### config.mk
export PLATFORM = sky130hd
export DESIGN_NAME = gen_step_ctrl
export DESIGN_NICKNAME = d
export VERILOG_FILES = /design/src/rtl/gen_step_ctrl_pkg.sv /design/src/rtl/gen_step_ctrl_step_ticker.sv /design/src/rtl/gen_step_ctrl.sv
export SDC_FILE = /design/constraint.sdc
export NUM_CORES = 1
export LEC_CHECK = 0
export CAP_MARGIN = 40
export CELL_PAD_IN_SITES_DETAIL_PLACEMENT = 2
export CELL_PAD_IN_SITES_GLOBAL_PLACEMENT = 2
export CORE_ASPECT_RATIO = 1.25
export CORE_MARGIN = 3
export CORE_UTILIZATION = 33
export DETAILED_ROUTE_END_ITERATION = 10
export DONT_BUFFER_PORTS = 1
export PLACE_DENSITY = 0.76
export SLEW_MARGIN = 20
export SYNTH_ARGS = -nofsm -noshare
export SYNTH_HDL_FRONTEND = slang
export SYNTH_SLANG_ARGS = --single-unit
### constraint.sdc
create_clock -name clk -period 1.9 [get_ports clk]
set_input_delay 0.19 -clock clk [delete_from_list [all_inputs] [get_ports clk]]
set_output_delay 0.19 -clock clk [all_outputs]
set_load 0.01 [all_outputs]
### src/rtl/gen_step_ctrl_pkg.sv
// Shared types and constants for the Game-of-Life generation sequencer.
// Used by gen_step_ctrl and step_ticker.
package gen_step_ctrl_pkg;

    localparam int BOARD_W_DEF = 16;
    localparam int CW          = $clog2(BOARD_W_DEF);

    typedef enum logic [1:0] {
        IDLE  = 2'd0,
        SCAN  = 2'd1,
        DRAIN = 2'd2,
        SWAP  = 2'd3
    } state_t;

    localparam logic MODE_EDIT = 1'b0;
    localparam logic MODE_RUN  = 1'b1;

    // Widened compare so non-power-of-two boards reject out-of-range cursors.
    function automatic logic in_board(input logic [CW-1:0] coord, input int board_w);
        return ({1'b0, coord} < (CW+1)'(board_w));
    endfunction

endpackage

### src/rtl/gen_step_ctrl_step_ticker.sv
// Run-mode step prescaler: a down-counter that pulses tick every (TICK_DIV >> speed)
// cycles, never faster than every 2 cycles. Held at 0 in edit mode.
module step_ticker
    import gen_step_ctrl_pkg::*;
#(
    parameter int TICK_DIV = 1562500
) (
    input  logic       clk,
    input  logic       rst,
    input  logic       mode,
    input  logic [2:0] speed,
    output logic       tick
);

    localparam int TW = (TICK_DIV < 4) ? 2 : $clog2(TICK_DIV + 1);

    logic [TW-1:0] cnt;
    logic [TW-1:0] period_raw;
    logic [TW-1:0] reload;

    always_comb begin
        period_raw = TW'(TICK_DIV) >> speed;
        if (period_raw < TW'(2)) begin
            reload = TW'(1);
        end else begin
            reload = period_raw - TW'(1);
        end
    end

    always_ff @(posedge clk) begin
        if (rst) begin
            cnt <= '0;
        end else if (mode == MODE_EDIT) begin
            cnt <= '0;
        end else if (cnt == '0) begin
            cnt <= reload;
        end else begin
            cnt <= cnt - TW'(1);
        end
    end

    // First run-mode cycle fires immediately because edit mode parks the counter at 0.
    assign tick = (mode == MODE_RUN) && (cnt == '0);

endmodule

### src/rtl/gen_step_ctrl.sv
// Generation sequencer: scans every board cell through the rule unit into the back bank,
// swaps banks, and arbitrates cursor toggles. Optional macro GEN_COUNTER_EN enables gen_count.
module gen_step_ctrl
    import gen_step_ctrl_pkg::*;
#(
    parameter int BOARD_W  = 16,
    parameter int TICK_DIV = 1562500
) (
    input  logic          clk,
    input  logic          rst,
    input  logic          mode,
    input  logic [2:0]    speed,
    input  logic          step_req,
    input  logic          toggle_req,
    input  logic [CW-1:0] cur_x,
    input  logic [CW-1:0] cur_y,
    output logic [CW-1:0] scan_x,
    output logic [CW-1:0] scan_y,
    output logic          wr_en,
    output logic [CW-1:0] wr_x,
    output logic [CW-1:0] wr_y,
    output logic          edit_we,
    output logic          bank,
    output logic          busy,
    output logic [15:0]   gen_count
);

    localparam logic [CW-1:0] LAST = CW'(BOARD_W - 1);

    state_t state;
    logic   pend;
    logic   tick;
    logic   start;
    logic   cur_ok;

    step_ticker #(.TICK_DIV(TICK_DIV)) u_ticker (
        .clk   (clk),
        .rst   (rst),
        .mode  (mode),
        .speed (speed),
        .tick  (tick)
    );

    assign start  = (state == IDLE) &&
                    (((mode == MODE_RUN) && (tick || pend)) ||
                     ((mode == MODE_EDIT) && step_req));
    assign cur_ok = in_board(cur_x, BOARD_W) && in_board(cur_y, BOARD_W);

    always_ff @(posedge clk) begin
        if (rst) begin
            state   <= IDLE;
            scan_x  <= '0;
            scan_y  <= '0;
            wr_en   <= 1'b0;
            wr_x    <= '0;
            wr_y    <= '0;
            edit_we <= 1'b0;
            bank    <= 1'b0;
            busy    <= 1'b0;
            pend    <= 1'b0;
        end else begin
            // Rule unit answers one cycle after the read address.
            wr_en   <= (state == SCAN);
            wr_x    <= scan_x;
            wr_y    <= scan_y;
            edit_we <= toggle_req && (mode == MODE_EDIT) && (state == IDLE) && !start && cur_ok;

            if (mode == MODE_EDIT || start) begin
                pend <= 1'b0;
            end else if (tick && state != IDLE) begin
                pend <= 1'b1;
            end

            case (state)
                IDLE: begin
                    if (start) begin
                        state  <= SCAN;
                        busy   <= 1'b1;
                        scan_x <= '0;
                        scan_y <= '0;
                    end
                end
                SCAN: begin
                    if (scan_x == LAST) begin
                        scan_x <= '0;
                        if (scan_y == LAST) begin
                            state  <= DRAIN;
                            scan_y <= '0;
                        end else begin
                            scan_y <= scan_y + CW'(1);
                        end
                    end else begin
                        scan_x <= scan_x + CW'(1);
                    end
                end
                DRAIN: state <= SWAP;
                SWAP: begin
                    state <= IDLE;
                    busy  <= 1'b0;
                    bank  <= ~bank;
                end
                default: state <= IDLE;
            endcase
        end
    end

`ifdef GEN_COUNTER_EN
    logic [15:0] gen_cnt;

    always_ff @(posedge clk) begin
        if (rst) begin
            gen_cnt <= '0;
        end else if (state == SWAP) begin
            gen_cnt <= gen_cnt + 16'd1;
        end
    end

    assign gen_count = gen_cnt;
`else
    assign gen_count = '0;
`endif

endmodule
After elaboration in Yosys (flattened, before gate mapping)
Cells that the tools add are included.
Word-level totals
  register bits after elaboration: 44
  logic and storage cells: 64
  input port bits: 16
  output and inout port bits: 36
Cells by class
  mux-type cells: 14
  bitwise logic cells: 2
  add/subtract/negate cells: 4
  $lt $le $gt $ge: 1
  equality and inequality tests: 8
  shift operators: 1
  reductions and logical operators: 23
Operators with widths (number)
  two-way mux 21 bit: 2
  subtractor 21 x 1 -> 21 bit (second input constant): 2
  logical NOT 21 bit: 1
  < comparator 21 x 2 -> 1 bit (second input constant): 1
  right shift 21 x 3 -> 21 bit (first input constant): 1
  two-way mux 4 bit: 4
  case mux 4 bit (2 select lines): 2
  adder 4 x 1 -> 4 bit (second input constant): 2
  equality test 4 bit (second input constant): 2
  logical AND 1 bit: 8
  case mux 2 bit (4 select lines): 1
  two-way mux 2 bit: 3
  AND reduction 3 bit: 2
  nonzero test 2 bit: 3
  equality test 2 bit (second input constant): 2
  inequality test 2 x 1 -> 1 bit (second input constant): 2
  AND reduction 2 bit: 2
  OR reduction 2 bit: 2
  logical OR 1 bit: 3
  equality test 2 x 1 -> 1 bit (second input constant): 1
  logical NOT 2 bit: 1
  inequality test 2 bit (second input constant): 1
  inverter 1 bit: 2
  case mux 1 bit (2 select lines): 1
  2 further kinds: 2

Logic depth before layout (Yosys ltp)
  word-level depth: 8
  gate-level depth with buffers: 9
  depth with buffers taken out: 9

Cells and area by module
From an unflattened synthesis, not the netlist that was laid out.
Second synthesis, totals
  cells, all modules: 264
  area total of the unflattened synthesis: 2339.7 µm²
Modules (own cells, without submodules)
  step_ticker: cells each 150, seq. area each 420.4 µm², times used 1, area each 1253.7 µm²
  gen_step_ctrl: cells each 114, seq. area each 460.4 µm², times used 1, area each 1086.0 µm²

Worst setup path after synthesis
No wires, ideal clock.
  kind: register to register
  start: register u_ticker.cnt[11]
  end: register scan_y[0]
  library setup time: 0.121 ns
  buffers on the path: 1
  stages on the path, launching flop included: 7
  period minus slack after synthesis: 1.986 ns
  setup slack: -0.086 ns
  required time: 1.779 ns
  arrival: 1.864 ns
  cells stage by stage: dfxtp_1 > nor4_4 > nand4_2 > or3_1 > buf_6 > a31o_2 > mux2_4
Between the ends
  longest elaborated chain between the ends: 8
RTL lines
  start: declaration: line gen_step_ctrl_step_ticker.sv:17  | logic [TW-1:0] cnt;
  start signal: assignment: line gen_step_ctrl_step_ticker.sv:36  | cnt <= reload;
  start signal: assignment: line gen_step_ctrl_step_ticker.sv:38  | cnt <= cnt - TW'(1);
  logical NOT 21 bit: line gen_step_ctrl_step_ticker.sv:43  | assign tick = (mode == MODE_RUN) && (cnt == '0);
  logical AND 1 bit: line gen_step_ctrl_step_ticker.sv:43
  logical OR 1 bit: line gen_step_ctrl.sv:45  | (((mode == MODE_RUN) && (tick || pend)) ||
  logical AND 1 bit: line gen_step_ctrl.sv:45
  logical OR 1 bit: line gen_step_ctrl.sv:45
  logical AND 1 bit: line gen_step_ctrl.sv:44  | assign start = (state == IDLE) &&
  inequality test 2 bit (no source line)
  AND reduction 3 bit (no source line)
  end signal: assignment: line gen_step_ctrl.sv:90  | scan_y <= scan_y + CW'(1);
  end: declaration: line gen_step_ctrl.sv:18  | output logic [CW-1:0] scan_y,
Every way passes these cells.
A chain may end at the register's enable or synchronous reset.

Worst setup path after layout
  start: register u_ticker.cnt[13]
  end: register scan_x[2]
Between the ends
  longest elaborated chain between the ends: 8
RTL lines
  logical NOT 21 bit: line gen_step_ctrl_step_ticker.sv:43
  logical AND 1 bit: line gen_step_ctrl_step_ticker.sv:43
  logical OR 1 bit: line gen_step_ctrl.sv:45
  logical AND 1 bit: line gen_step_ctrl.sv:45
  logical OR 1 bit: line gen_step_ctrl.sv:45
  logical AND 1 bit: line gen_step_ctrl.sv:44
  inequality test 2 bit (no source line)
  AND reduction 2 bit (no source line)
  end signal: assignment: line gen_step_ctrl.sv:93  | scan_x <= scan_x + CW'(1);
  end: declaration: line gen_step_ctrl.sv:17  | output logic [CW-1:0] scan_x,
Every way passes these cells.

==> out/summary.txt <==
Die footprint: 0.00864 mm²
CTS buffer count: 5
Area Overhead vs Synth: 39.1%
Port Buffers: 0
Min Tclk post-route: 2110 ps
Largest net degree at the start of global routing: 16
CTS root buffer: clkbuf_8
Met2 routed WL: 6050 µm
Tightest Pin Transition: 648 ps
FMAX: 475 MHz
Post-synth cell types: 57
Vias in the first global route: 2799
Cell Int Power: 4.43 mW
Max H-tree Level: 2
Buf/Inv on CP: 1
Area leader, netlist: dfxtp_1
Status: complete, but fails checks
Initial core utilization: 34.9%
Final Hold Viols: 0
Crit-path leading delay family: simple AND/OR/NAND/NOR gates
WL/cell: 24.5 µm
Layout Nets: 379
Final number of setup-violating endpoints: 28
# DRC: 0
Failing checks: negative setup slack
Post-synthesis sequential area ratio: 35.3%
Combinational share of power: 72.6%
CP required: 2140 ps
I/O pin cnt: 52
Clk_lat worst skew: 320 ps
Top routing layer used: met4
Yosys warnings: 0
Core Util, Final: 48.5%
Die width: 83.7 µm
Std-Cell Rows: 34
Primary FF master, synth: dfxtp_1
CP peak stage delay: 500 ps
Die Y-Extent: 103 µm
Total Routing Usage GR: 22.7%
Post-Route WL: 10900 µm
WL met3: 334 µm
Sequential share of power: 17.7%
Setup ws final: -207 ps
Global-route wire length before repair: 15400 µm
Cell Area, Synth: 0.00249 mm²
# fillers: 752
Post-synthesis async set-or-reset flop share: 0%
Final worst-path cycle share: 111%
Synth top area share: 35.3%
Post-route ant nets: 0
Synth area leaders: dfxtp_1, ha_1, buf_4, o21ai_0, nor2_1
Switching pwr: 3.79 mW
Layout cells sized above 1: 35.3%
Worst-path clk slew: 100 ps
Maxcap violations: 0
WS Path Type: register to register
Dpl hpwl: 6350 µm
Vias per inst: 5.56
DR iter-0 viols: 117
Most frequent cell after synthesis: dfxtp_1
CP Launch Type: register
Design Area, Final: 0.00347 mm²
Flop and latch count out of synthesis: 44
Antenna cells: 0
Peak supply drop: 973 µV
Via count: 2469
Worst setup EP type: register
Core footprint: 0.00715 mm²
Top cells by count, synth: dfxtp_1, nor2_1, o21ai_0, nand2_1
Post-synth EDFFs: 0
Pre-antenna DRT Iters: 4
GPL Wtd Cong: 0.746
GRT overflow: 0
Cell Pwr Density: 2370 mW/mm²
Met1 Wirelength: 4140 µm
Post-synthesis cell count: 294
CTS tree: done
Slowest CP cell: or4b_4
Clk pwr share: 9.7%
Max Transition Viols Final: 0
Mean Syn Cell Area: 8.48 µm²
Clock Sinks: 44
Slew Limit Headroom: 56.8%
Placed Instance Area: 0.00288 mm²
Sw frac: 46.2%
Worst min path class: input pin to register
Cells along the critical path: nor4_4 > nand4_2 > buf_6 > o311a_4 > or4b_4 > o311ai_4
Maximum clock path buffer count: 2
Pleak: 1.42 nW
Data arrival time of the worst path: 2350 ps
Clk_skew: 9.39 ps
Initial antenna violation count: 0
CP max FO: 4
RSZ-0062 raised after global routing: true
==> power groups by stage <==
stage	registers, mW	logic (mW)	clock network [mW]
2_1_floorplan	1.43	2.35	0
3_3_place_gp	1.39	3.91	0
3_5_place_dp	1.41	4.12	0
4_1_cts	1.42	4.88	0.788
5_1_grt	1.48	6.35	0.838
6_report	1.45	5.97	0.797
==> timing repair <==
action                                  4_1_cts  5_1_grt
endpoints found under the hold margin        12        0
endpoints found under the setup margin       28       33
gates cloned                                  1        1
buffers inserted                              7        5
pin swaps                                     4       10
resized for setup                            20       56
hold buffers                                  2        0
==> flip-flops by register name (all words and copies together) (netlist names) <==
name          flops
bank              1
pend              1
state             2
edit_we           1
u_ticker.cnt     21
wr_en             1
scan_x            4
wr_x              4
wr_y              4
scan_y            4
busy              1
==> logic make-up (layout without fill, tap and decap cells) <==
| kind of cell | after synthesis | after routing | synth area share [%] |
|---|---|---|---|
| AO/OA/AOI/OAI | 75 | 75 | 20.3 |
| XOR/XNOR | 13 | 13 | 4.57 |
| adder cells (fa/ha/maj) | 10 | 10 | 5.02 |
| buffers and inverters | 40 | 85 | 8.84 |
| flip-flops | 44 | 44 | 35.3 |
| multiplexers | 5 | 5 | 2.46 |
| other | 1 | 16 | 0.150 |
| AND/OR/NAND/NOR | 106 | 106 | 23.3 |
==> layout make-up <==
class / count / area [µm²] / area share (%)
Tap cell: 90 / 113 / 3.25
Clock inverter: 3 / 46.3 / 1.34
Timing Repair Buffer: 66 / 591 / 17.0
Inverter: 11 / 41.3 / 1.19
Multi-Input combinational cell: 225 / 1720 / 49.6
Sequential cell: 44 / 886 / 25.6
Clock buffer: 5 / 68.8 / 1.99
==> per-stage QoR <==
| stage | instances | power, mW | hold WS [ps] | setup TNS (ps) | setup WS, ps |
|---|---|---|---|---|---|
| floorplan | 309 | 3.78 | 285 | -175 | -78.8 |
| global placement | 421 | 5.30 | 264 | -1960 | -169 |
| detailed placement | 421 | 5.53 | 264 | -2370 | -231 |
| CTS | 439 | 7.09 | 19.3 | -873 | -143 |
| global route | 444 | 8.67 | 42.9 | -5160 | -308 |
| finish | 444 | 8.22 | 33.5 | -2610 | -207 |
==> worst reg2reg max path, stage by stage, from the launching register on <==
cell	delay, ps
dfxtp_2	350
nor4_4	340
nand4_2	190
buf_6	180
o311a_4	400
or4b_4	510
o311ai_4	70
==> cells in the final DEF, fill, tap and decap left out, drive strengths merged, types with 6 or more instances in the layout <==
master,n
a211oi,6
a21oi,16
buf,63
clkbuf,6
conb,16
dfxtp,44
ha,10
inv,12
nand2,19
nand2b,8
nand3,6
nor2,26
nor2b,11
nor3,13
o21ai,20
xnor2,11
==> path summary, 6_finish.rpt <==
| kind | from | endpoint | slack, ps | cells after the start |
|---|---|---|---|---|
| hold / removal | speed[2] | u_ticker.cnt[4]$_SDFF_PP0_ | 30 | 2 |
| setup / recovery | u_ticker.cnt[13]$_SDFF_PP0_ | scan_x[2]$_SDFFE_PP0P_ | -210 | 6 |
| setup reg to reg | u_ticker.cnt[13]$_SDFF_PP0_ | scan_x[2]$_SDFFE_PP0P_ | -210 | 6 |
| hold reg to reg | state[1]$_SDFFE_PP0P_ | state[1]$_SDFFE_PP0P_ | 530 | 2 |
==> layer usage <==
metal	GRT usage, %	vias up
met3	3.12	26
met5	0	-
met1	24.3	1252
met2	44.9	56
li1	-	1135
met4	8.79	0
(Power assumes the default switching activity.)
